File: config.mk
export PLATFORM = sky130hd
export DESIGN_NAME = sim_state_monitor
export DESIGN_NICKNAME = d
export VERILOG_FILES = /design/src/rtl/sim_pkg.sv /design/src/rtl/sample_fifo.sv /design/src/rtl/sim_state_monitor.sv
export SDC_FILE = /design/constraint.sdc
export NUM_CORES = 1
export LEC_CHECK = 0
export BUFFER_PORTS_ARGS = -buffer_cell sky130_fd_sc_hd__buf_2
export CAP_MARGIN = 10
export CORE_MARGIN = 1
export CORE_UTILIZATION = 49
export DETAILED_ROUTE_END_ITERATION = 10
export GPL_TIMING_DRIVEN = 0
export PLACE_DENSITY = 0.78
export SETUP_SLACK_MARGIN = 0.4
export SLEW_MARGIN = 20
export SYNTH_ARGS = -nofsm -noshare
export SYNTH_HDL_FRONTEND = slang
export SYNTH_HIERARCHICAL = 1
export SYNTH_SLANG_ARGS = --single-unit
export TNS_END_PERCENT = 30
File: constraint.sdc
create_clock -name clk -period 4.9 [get_ports clk]
set_input_delay 0.735 -clock clk [delete_from_list [all_inputs] [get_ports clk]]
set_output_delay 0.735 -clock clk [all_outputs]
set_load 0.03 [all_outputs]
File: src/rtl/sim_pkg.sv
// Shared definitions for the simulator state/cycle broadcast and its monitor.
package sim_pkg;

  // Lifecycle encodings driven by the simulator.
  localparam logic [1:0] ST_INVALID     = 2'b00;
  localparam logic [1:0] ST_INITIALIZED = 2'b01;
  localparam logic [1:0] ST_RUNNING     = 2'b10;
  localparam logic [1:0] ST_COMPLETED   = 2'b11;

  typedef enum logic [2:0] {
    MON_IDLE     = 3'd0,
    MON_ARMED    = 3'd1,
    MON_SAMPLING = 3'd2,
    MON_FLUSH    = 3'd3,
    MON_DRAIN    = 3'd4,
    MON_DONE     = 3'd5,
    MON_ERROR    = 3'd6
  } mon_state_t;

  localparam int DEF_IDX_WIDTH   = 8;
  localparam int DEF_COUNT_WIDTH = 16;

  // Field order {last, index, count} is the packing used on the sample stream.
  typedef struct packed {
    logic                       last;
    logic [DEF_IDX_WIDTH-1:0]   index;
    logic [DEF_COUNT_WIDTH-1:0] count;
  } sample_rec_t;

  function automatic logic legal_transition(input logic [1:0] prev_s,
                                            input logic [1:0] cur_s);
    case ({prev_s, cur_s})
      {ST_INVALID,     ST_INVALID},
      {ST_INVALID,     ST_INITIALIZED},
      {ST_INITIALIZED, ST_RUNNING},
      {ST_RUNNING,     ST_RUNNING},
      {ST_RUNNING,     ST_COMPLETED},
      {ST_COMPLETED,   ST_COMPLETED}: return 1'b1;
      default:                        return 1'b0;
    endcase
  endfunction

endpackage

File: src/rtl/sample_fifo.sv
// Synchronous first-word-fall-through FIFO holding sample records.
module sample_fifo #(
  parameter int WIDTH = 25,
  parameter int DEPTH = 4
) (
  input  logic             clk,
  input  logic             reset_n,
  input  logic             i_push,
  input  logic [WIDTH-1:0] i_data,
  output logic             o_full,
  input  logic             i_pop,
  output logic [WIDTH-1:0] o_data,
  output logic             o_empty
);

  localparam int AW = (DEPTH > 1) ? $clog2(DEPTH) : 1;

  logic [WIDTH-1:0] r_mem [DEPTH];
  logic [AW-1:0]    r_wr_ptr;
  logic [AW-1:0]    r_rd_ptr;
  logic [AW:0]      r_count;
  logic             w_do_push;
  logic             w_do_pop;

  assign o_full    = (r_count == (AW+1)'(DEPTH));
  assign o_empty   = (r_count == '0);
  assign w_do_pop  = i_pop && !o_empty;
  // A push into a full FIFO still lands when the head leaves in the same cycle.
  assign w_do_push = i_push && (!o_full || w_do_pop);
  assign o_data    = r_mem[r_rd_ptr];

  always_ff @(posedge clk) begin
    if (w_do_push) begin
      r_mem[r_wr_ptr] <= i_data;
    end
  end

  always_ff @(posedge clk or negedge reset_n) begin
    if (!reset_n) begin
      r_wr_ptr <= '0;
      r_rd_ptr <= '0;
      r_count  <= '0;
    end else begin
      if (w_do_push) begin
        r_wr_ptr <= r_wr_ptr + AW'(1);
      end
      if (w_do_pop) begin
        r_rd_ptr <= r_rd_ptr + AW'(1);
      end
      case ({w_do_push, w_do_pop})
        2'b10:   r_count <= r_count + (AW+1)'(1);
        2'b01:   r_count <= r_count - (AW+1)'(1);
        default: r_count <= r_count;
      endcase
    end
  end

endmodule

File: src/rtl/sim_state_monitor.sv
// Receives the simulator lifecycle/cycle broadcast, checks protocol legality and
// streams one event-count record per sample window while RUNNING.
module sim_state_monitor
  import sim_pkg::*;
#(
  parameter int CYCLE_WIDTH   = 32,
  parameter int SAMPLE_PERIOD = 16,
  parameter int COUNT_WIDTH   = 16,
  parameter int IDX_WIDTH     = 8,
  parameter int FIFO_DEPTH    = 4
) (
  input  logic                   clk,
  input  logic                   reset_n,
  input  logic [1:0]             sim_state,
  input  logic [CYCLE_WIDTH-1:0] sim_cycle,
  input  logic                   event_in,
  output logic                   smp_valid,
  input  logic                   smp_ready,
  output logic                   smp_last,
  output logic [IDX_WIDTH-1:0]   smp_index,
  output logic [COUNT_WIDTH-1:0] smp_count,
  output logic                   proto_err,
  output logic                   overflow,
  output logic                   done
);

  // Same layout as sim_pkg::sample_rec_t, sized by this instance's parameters.
  typedef struct packed {
    logic                   last;
    logic [IDX_WIDTH-1:0]   index;
    logic [COUNT_WIDTH-1:0] count;
  } rec_t;

  localparam int                     PHASE_W    = $clog2(SAMPLE_PERIOD);
  localparam logic [PHASE_W-1:0]     PHASE_LAST = PHASE_W'(SAMPLE_PERIOD - 1);
  localparam logic [CYCLE_WIDTH-1:0] CYCLE_MAX  = '1;
  localparam logic [COUNT_WIDTH-1:0] COUNT_MAX  = '1;

  mon_state_t             r_state;
  mon_state_t             w_state_next;
  logic [1:0]             r_prev_state;
  logic [CYCLE_WIDTH-1:0] r_prev_cycle;
  logic [COUNT_WIDTH-1:0] r_count;
  logic [COUNT_WIDTH-1:0] w_count_next;
  logic [PHASE_W-1:0]     r_phase;
  logic [PHASE_W-1:0]     w_phase_next;
  logic [IDX_WIDTH-1:0]   r_index;
  logic [IDX_WIDTH-1:0]   w_index_next;
  logic                   r_proto_err;
  logic                   r_overflow;

  logic                   w_trans_bad;
  logic                   w_cycle_bad;
  logic                   w_viol;
  logic [COUNT_WIDTH-1:0] w_win_count;
  logic [PHASE_W-1:0]     w_win_phase;
  logic [IDX_WIDTH-1:0]   w_win_index;
  logic [COUNT_WIDTH-1:0] w_count_inc;
  logic                   w_window_end;
  logic                   w_push;
  rec_t                   w_push_rec;
  rec_t                   w_head;
  logic                   w_full;
  logic                   w_empty;
  logic                   w_pop;

  assign w_trans_bad = !legal_transition(r_prev_state, sim_state);
  // Once the simulator's cycle counter saturates it is allowed to repeat.
  assign w_cycle_bad = (sim_state != ST_INVALID) &&
                       !(((r_prev_cycle != CYCLE_MAX) &&
                          (sim_cycle == r_prev_cycle + CYCLE_WIDTH'(1))) ||
                         ((r_prev_cycle == CYCLE_MAX) && (sim_cycle == CYCLE_MAX)));
  assign w_viol      = w_trans_bad || w_cycle_bad;

  // The first RUNNING cycle is seen in ARMED and opens window 0 with this cycle's event.
  assign w_win_count  = (r_state == MON_ARMED) ? '0 : r_count;
  assign w_win_phase  = (r_state == MON_ARMED) ? '0 : r_phase;
  assign w_win_index  = (r_state == MON_ARMED) ? '0 : r_index;
  assign w_count_inc  = (w_win_count == COUNT_MAX) ? COUNT_MAX
                                                   : w_win_count + COUNT_WIDTH'(event_in);
  assign w_window_end = (w_win_phase == PHASE_LAST);

  always_comb begin
    w_state_next = r_state;
    w_count_next = r_count;
    w_phase_next = r_phase;
    w_index_next = r_index;
    w_push       = 1'b0;
    w_push_rec   = '0;
    case (r_state)
      MON_IDLE: begin
        if (sim_state == ST_INITIALIZED) begin
          w_state_next = MON_ARMED;
        end
      end
      MON_ARMED, MON_SAMPLING: begin
        if (sim_state == ST_RUNNING) begin
          w_state_next = MON_SAMPLING;
          if (w_window_end) begin
            w_push       = 1'b1;
            w_push_rec   = {1'b0, w_win_index, w_count_inc};
            w_count_next = '0;
            w_phase_next = '0;
            w_index_next = w_win_index + IDX_WIDTH'(1);
          end else begin
            w_count_next = w_count_inc;
            w_phase_next = w_win_phase + PHASE_W'(1);
            w_index_next = w_win_index;
          end
        end else if ((r_state == MON_SAMPLING) && (sim_state == ST_COMPLETED)) begin
          w_state_next = MON_FLUSH;
        end
      end
      MON_FLUSH: begin
        w_push       = 1'b1;
        w_push_rec   = {1'b1, r_index, r_count};
        w_state_next = MON_DRAIN;
      end
      MON_DRAIN: begin
        // Empty here means the final record was either accepted or dropped.
        if (w_empty) begin
          w_state_next = MON_DONE;
        end
      end
      default: begin
        w_state_next = r_state;
      end
    endcase

    if (w_viol && (r_state != MON_DONE)) begin
      w_state_next = MON_ERROR;
      w_count_next = r_count;
      w_phase_next = r_phase;
      w_index_next = r_index;
      w_push       = 1'b0;
      w_push_rec   = '0;
    end
  end

  always_ff @(posedge clk or negedge reset_n) begin
    if (!reset_n) begin
      r_state      <= MON_IDLE;
      r_prev_state <= ST_INVALID;
      r_prev_cycle <= '0;
      r_count      <= '0;
      r_phase      <= '0;
      r_index      <= '0;
      r_proto_err  <= 1'b0;
      r_overflow   <= 1'b0;
    end else begin
      r_state      <= w_state_next;
      r_prev_state <= sim_state;
      r_prev_cycle <= sim_cycle;
      r_count      <= w_count_next;
      r_phase      <= w_phase_next;
      r_index      <= w_index_next;
      if (w_viol) begin
        r_proto_err <= 1'b1;
      end
      if (w_push && w_full && !w_pop) begin
        r_overflow <= 1'b1;
      end
    end
  end

  sample_fifo #(
    .WIDTH($bits(rec_t)),
    .DEPTH(FIFO_DEPTH)
  ) u_fifo (
    .clk    (clk),
    .reset_n(reset_n),
    .i_push (w_push),
    .i_data (w_push_rec),
    .o_full (w_full),
    .i_pop  (w_pop),
    .o_data (w_head),
    .o_empty(w_empty)
  );

  assign w_pop     = smp_ready && !w_empty;
  assign smp_valid = !w_empty;
  assign smp_last  = smp_valid && w_head.last;
  assign smp_index = smp_valid ? w_head.index : '0;
  assign smp_count = smp_valid ? w_head.count : '0;
  assign proto_err = r_proto_err;
  assign overflow  = r_overflow;
  assign done      = (r_state == MON_DONE);

endmodule

==> results.yml <==
global_routing:
  grt-ovfl-total: 0
  grt_max_degree: 43
  grt_first_pass_wirelength_mm: 34.19
  grt_util_all_layers: 0.2294
  via_count_of_the_first_global_routing_pass: 6523
  antenna_found_initial: 0
clocking:
  clkSlewWorstSetupHoldPaths_ns: 0.08
  clock_latency_reported_for_the_late_side_of_the_worst_skew_pair_ns: 0.44
  clock-sinks: 174
  numCtsBuffers: 17
  cts-root-to-sink-buffers: 2
  clock_tree_from_tritoncts: "yes"
  htree_num_levels: 4
  root_buffer: "clkbuf_16"
yosys:
  yosys_most_used_dff: "edfxtp_1"
  mappedNetlistArea_um2: 9109
  yosys_register_bits: 174
  synth_sequential_area_ratio: 0.5330
  asyncSetResetFlopFracSynth: 0.4253
  count_of_flip_flops_with_a_built_in_enable_after_synthesis: 100
  synth.avg_cell_area_um2: 11.97
  postSynthCellCount: 761
  postSynthNetCount: 810
  yosys_warnings: 6
  netlist-cell-type-count: 80
detailed_routing:
  detail-route-antenna-nets: 0
  wirelength_per_cell_um: 19.34
  vias: 6661
  total_wire_length_after_detailed_routing_mm: 21.18
  residual_drc: 12
  drtPass1Iterations: 10
  drt-initial-drc-count: 525
  drt-vias-per-instance: 6.083
placement:
  io_buffer_count: 66
  post_dp_cell_area_um2: 9758
  dpl.hpwl_mm: 14.25
  gp_weighted_congestion: 0.9285
floorplan:
  dieArea_um2: 19140
  dieWidth_um: 138.3
  ioPinCount: 67
  initial_utilization: 0.5036
  floorplan.die.height_um: 138.3
  core_box_area_um2: 18090
  rows: 49
run:
  max_cap_viol_count: 0
setup_path:
  cp_slowest_stage_delay_ns: 0.59
  crit_path_cell_chain: "nand4_1, nor4_2, buf_2, o311ai_0, a21oi_1, nand4_1, or4_4, o21a_4, a211oi_4, buf_4, or2b_1, fa_1, inv_1, o2111ai_1, a22oi_1"
  crit_path_frequent_cell: "nand4_1"
  worst_setup_path_end_kind: "flop"
  critPathTopFamily: "simple AND/OR/NAND/NOR gates"
  worst_ep_arrival_time_ns: 4.64
  critical_path_required_ns: 5.25
  path_max_fanout: 10
  critical_path.slowest_cell: "or4_4"
  path_buf_inv: 3
  setup.worst_path.start_class: "flop"
  critical_path_class: "flop to flop"
worst_hold_path:
  hold_path_class: "primary input to asynchronous set/reset pin"
sta:
  max_clock_freq_ghz: 0.2329
  final.period_utilization: 0.8762
  finalClockSkew_ns: 0.01713
  final-max-slew-violation-count: 0
  final.hold.worst_slack_ns: 0.2329
  rsz0062_at_grt: "no"
  setup-tns-final_ns: 0
  timing_hold_violations_final: 0
  setup_viol: 0
  period_minus_slack_ns: 4.293
  relSlewSlack: 0.2792
  timing_worst_slew_pin_value_ns: 1.074
power_and_ir_drop:
  power_per_cell_area_nw_per_um2: 370.1
  worst_ir_drop_vdd_mv: 0.2616
  cellLeakagePower_nw: 3.736
status:
  outcome: "finished with violations"
  failed_checks: "DRC"
layout:
  final_layout_size_suffix_gt1_frac: 0.2217
  final_area_um2: 10480
  fillers: 1425
  layout.nets: 902
  syn_to_final_growth_pct: 15.04
  insertedDiodeCount: 0
==> cell usage after synthesis (all sizes together) (18+ instances only) <==
master | count | area share
a21oi | 19 | 0.010
and2 | 24 | 0.016
buf | 18 | 0.012
clkbuf | 18 | 0.0074
dfrtp | 74 | 0.20
edfxtp | 100 | 0.33
mux4 | 25 | 0.062
nand2 | 36 | 0.015
nand3 | 39 | 0.023
nand4 | 26 | 0.019
nor2 | 34 | 0.014
nor2b | 32 | 0.022
nor3 | 24 | 0.016
o21ai | 39 | 0.023
xnor2 | 32 | 0.031
xor2 | 24 | 0.023
==> area by class of cell <==
cell class                 count  area (um^2)  share of cell area
sequential                   174         4855              0.4633
multi-input combinational    543         4099              0.3912
clock buffer                  17        425.4             0.04060
clock inverter                15        216.5             0.02066
timing repair buffer          69        367.9             0.03510
inverter                      12        45.04            0.004299
tap                          229        286.5             0.02734
buffer                        36        183.9             0.01755
==> timing repair <==
item | 4_1_cts | 5_1_grt
pin swaps | 5 | 1
hold buffers | 0 | 0
cloned | 4 | 0
endpoints found under the setup margin | 102 | 103
buffers inserted | 1 | 1
resized for setup | 8 | 8
==> path summary, 6_finish.rpt <==
path	startpoint	end	slack, ns	cells after the start
max in group asynchronous	reset_n	r_prev_cycle[10]$_DFF_PN0_	4.05	2
min reg2reg	overflow$_DFFE_PN0P_	overflow$_DFFE_PN0P_	0.45	1
min	reset_n	proto_err$_DFFE_PN0P_	0.23	1
min in group clk	sim_cycle[20]	r_prev_cycle[20]$_DFF_PN0_	0.44	1
max reg2reg	r_prev_cycle[9]$_DFF_PN0_	u_fifo/r_count[1]$_DFFE_PN0P_	0.61	15
max	r_prev_cycle[9]$_DFF_PN0_	u_fifo/r_count[1]$_DFFE_PN0P_	0.61	15
==> cells by family (layout without fill, tap and decap cells) <==
family	Yosys count	in the layout	synth area share
compound gates	148	148	0.1155
fa+ha+maj	11	11	0.01593
flops	174	174	0.5330
buf+inv	48	149	0.02472
simple gates	293	297	0.1878
xor+xnor	56	56	0.05385
mux	31	31	0.06923
==> sequential cells by signal (all words and copies together), names as in the netlist <==
| register | cells |
|---|---|
| r_prev_state | 2 |
| u_fifo/r_wr_ptr | 2 |
| r_state | 3 |
| u_fifo/r_rd_ptr | 2 |
| proto_err | 1 |
| r_prev_cycle | 32 |
| r_count | 16 |
| u_fifo/r_count | 3 |
| overflow | 1 |
| u_fifo/r_mem | 100 |
| r_index | 8 |
| r_phase | 4 |
==> placed cells by master, fill, tap and decap left out, drive strengths merged, types with 10 or more instances in the layout <==
| master | count |
|---|---|
| a21oi | 19 |
| a22oi | 14 |
| a31o | 10 |
| and2 | 28 |
| and3 | 15 |
| buf | 87 |
| clkbuf | 35 |
| dfrtp | 74 |
| edfxtp | 100 |
| ha | 10 |
| inv | 22 |
| mux4 | 25 |
| nand2 | 36 |
| nand2b | 13 |
| nand3 | 39 |
| nand4 | 26 |
| nor2 | 34 |
| nor2b | 32 |
| nor3 | 24 |
| nor4 | 16 |
| o21ai | 39 |
| o31ai | 17 |
| xnor2 | 32 |
| xor2 | 24 |
==> through the flow <==
stage / cells / util / setup slack [ns] / total power (W)
final: 1095 / 0.5794 / 0.6068 / 0.003878
after global routing: 1095 / 0.5794 / 0.4187 / 0.004012
after CTS: 1094 / 0.5779 / 0.4216 / 0.003896
after detailed placement: 1057 / 0.5395 / 0.1365 / 0.002481
after global placement: 1056 / 0.5377 / -0.2400 / 0.002456
after floorplan: 761 / - / 0.7092 / 0.002240
==> worst register-to-register path, stage by stage, from the launching register on <==
cell       delay [ns]
dfrtp_1          0.44
nand4_1          0.30
nor4_2           0.38
buf_2            0.27
o311ai_0         0.20
a21oi_1          0.22
nand4_1          0.14
or4_4            0.59
o21a_4           0.24
a211oi_4         0.25
buf_4            0.22
or2b_1           0.13
fa_1             0.43
inv_1            0.08
o2111ai_1        0.11
a22oi_1          0.21
==> per-layer routing <==
metal / global-route usage / up-vias / routed length [um]
li1: - / 3111 / -
met1: 0.2930 / 3231 / 8983
met2: 0.3866 / 285 / 10440
met3: 0.04849 / 34 / 1335
met4: 0.08220 / 0 / 416
met5: 0 / - / 0
==> report_power, final <==
part	internal (W)	switching, W
combinational	0.000303	0.000527
clock	0.000719	0.000712
sequential	0.00157	0.0000458
Power figures use the tool's default switching activity.
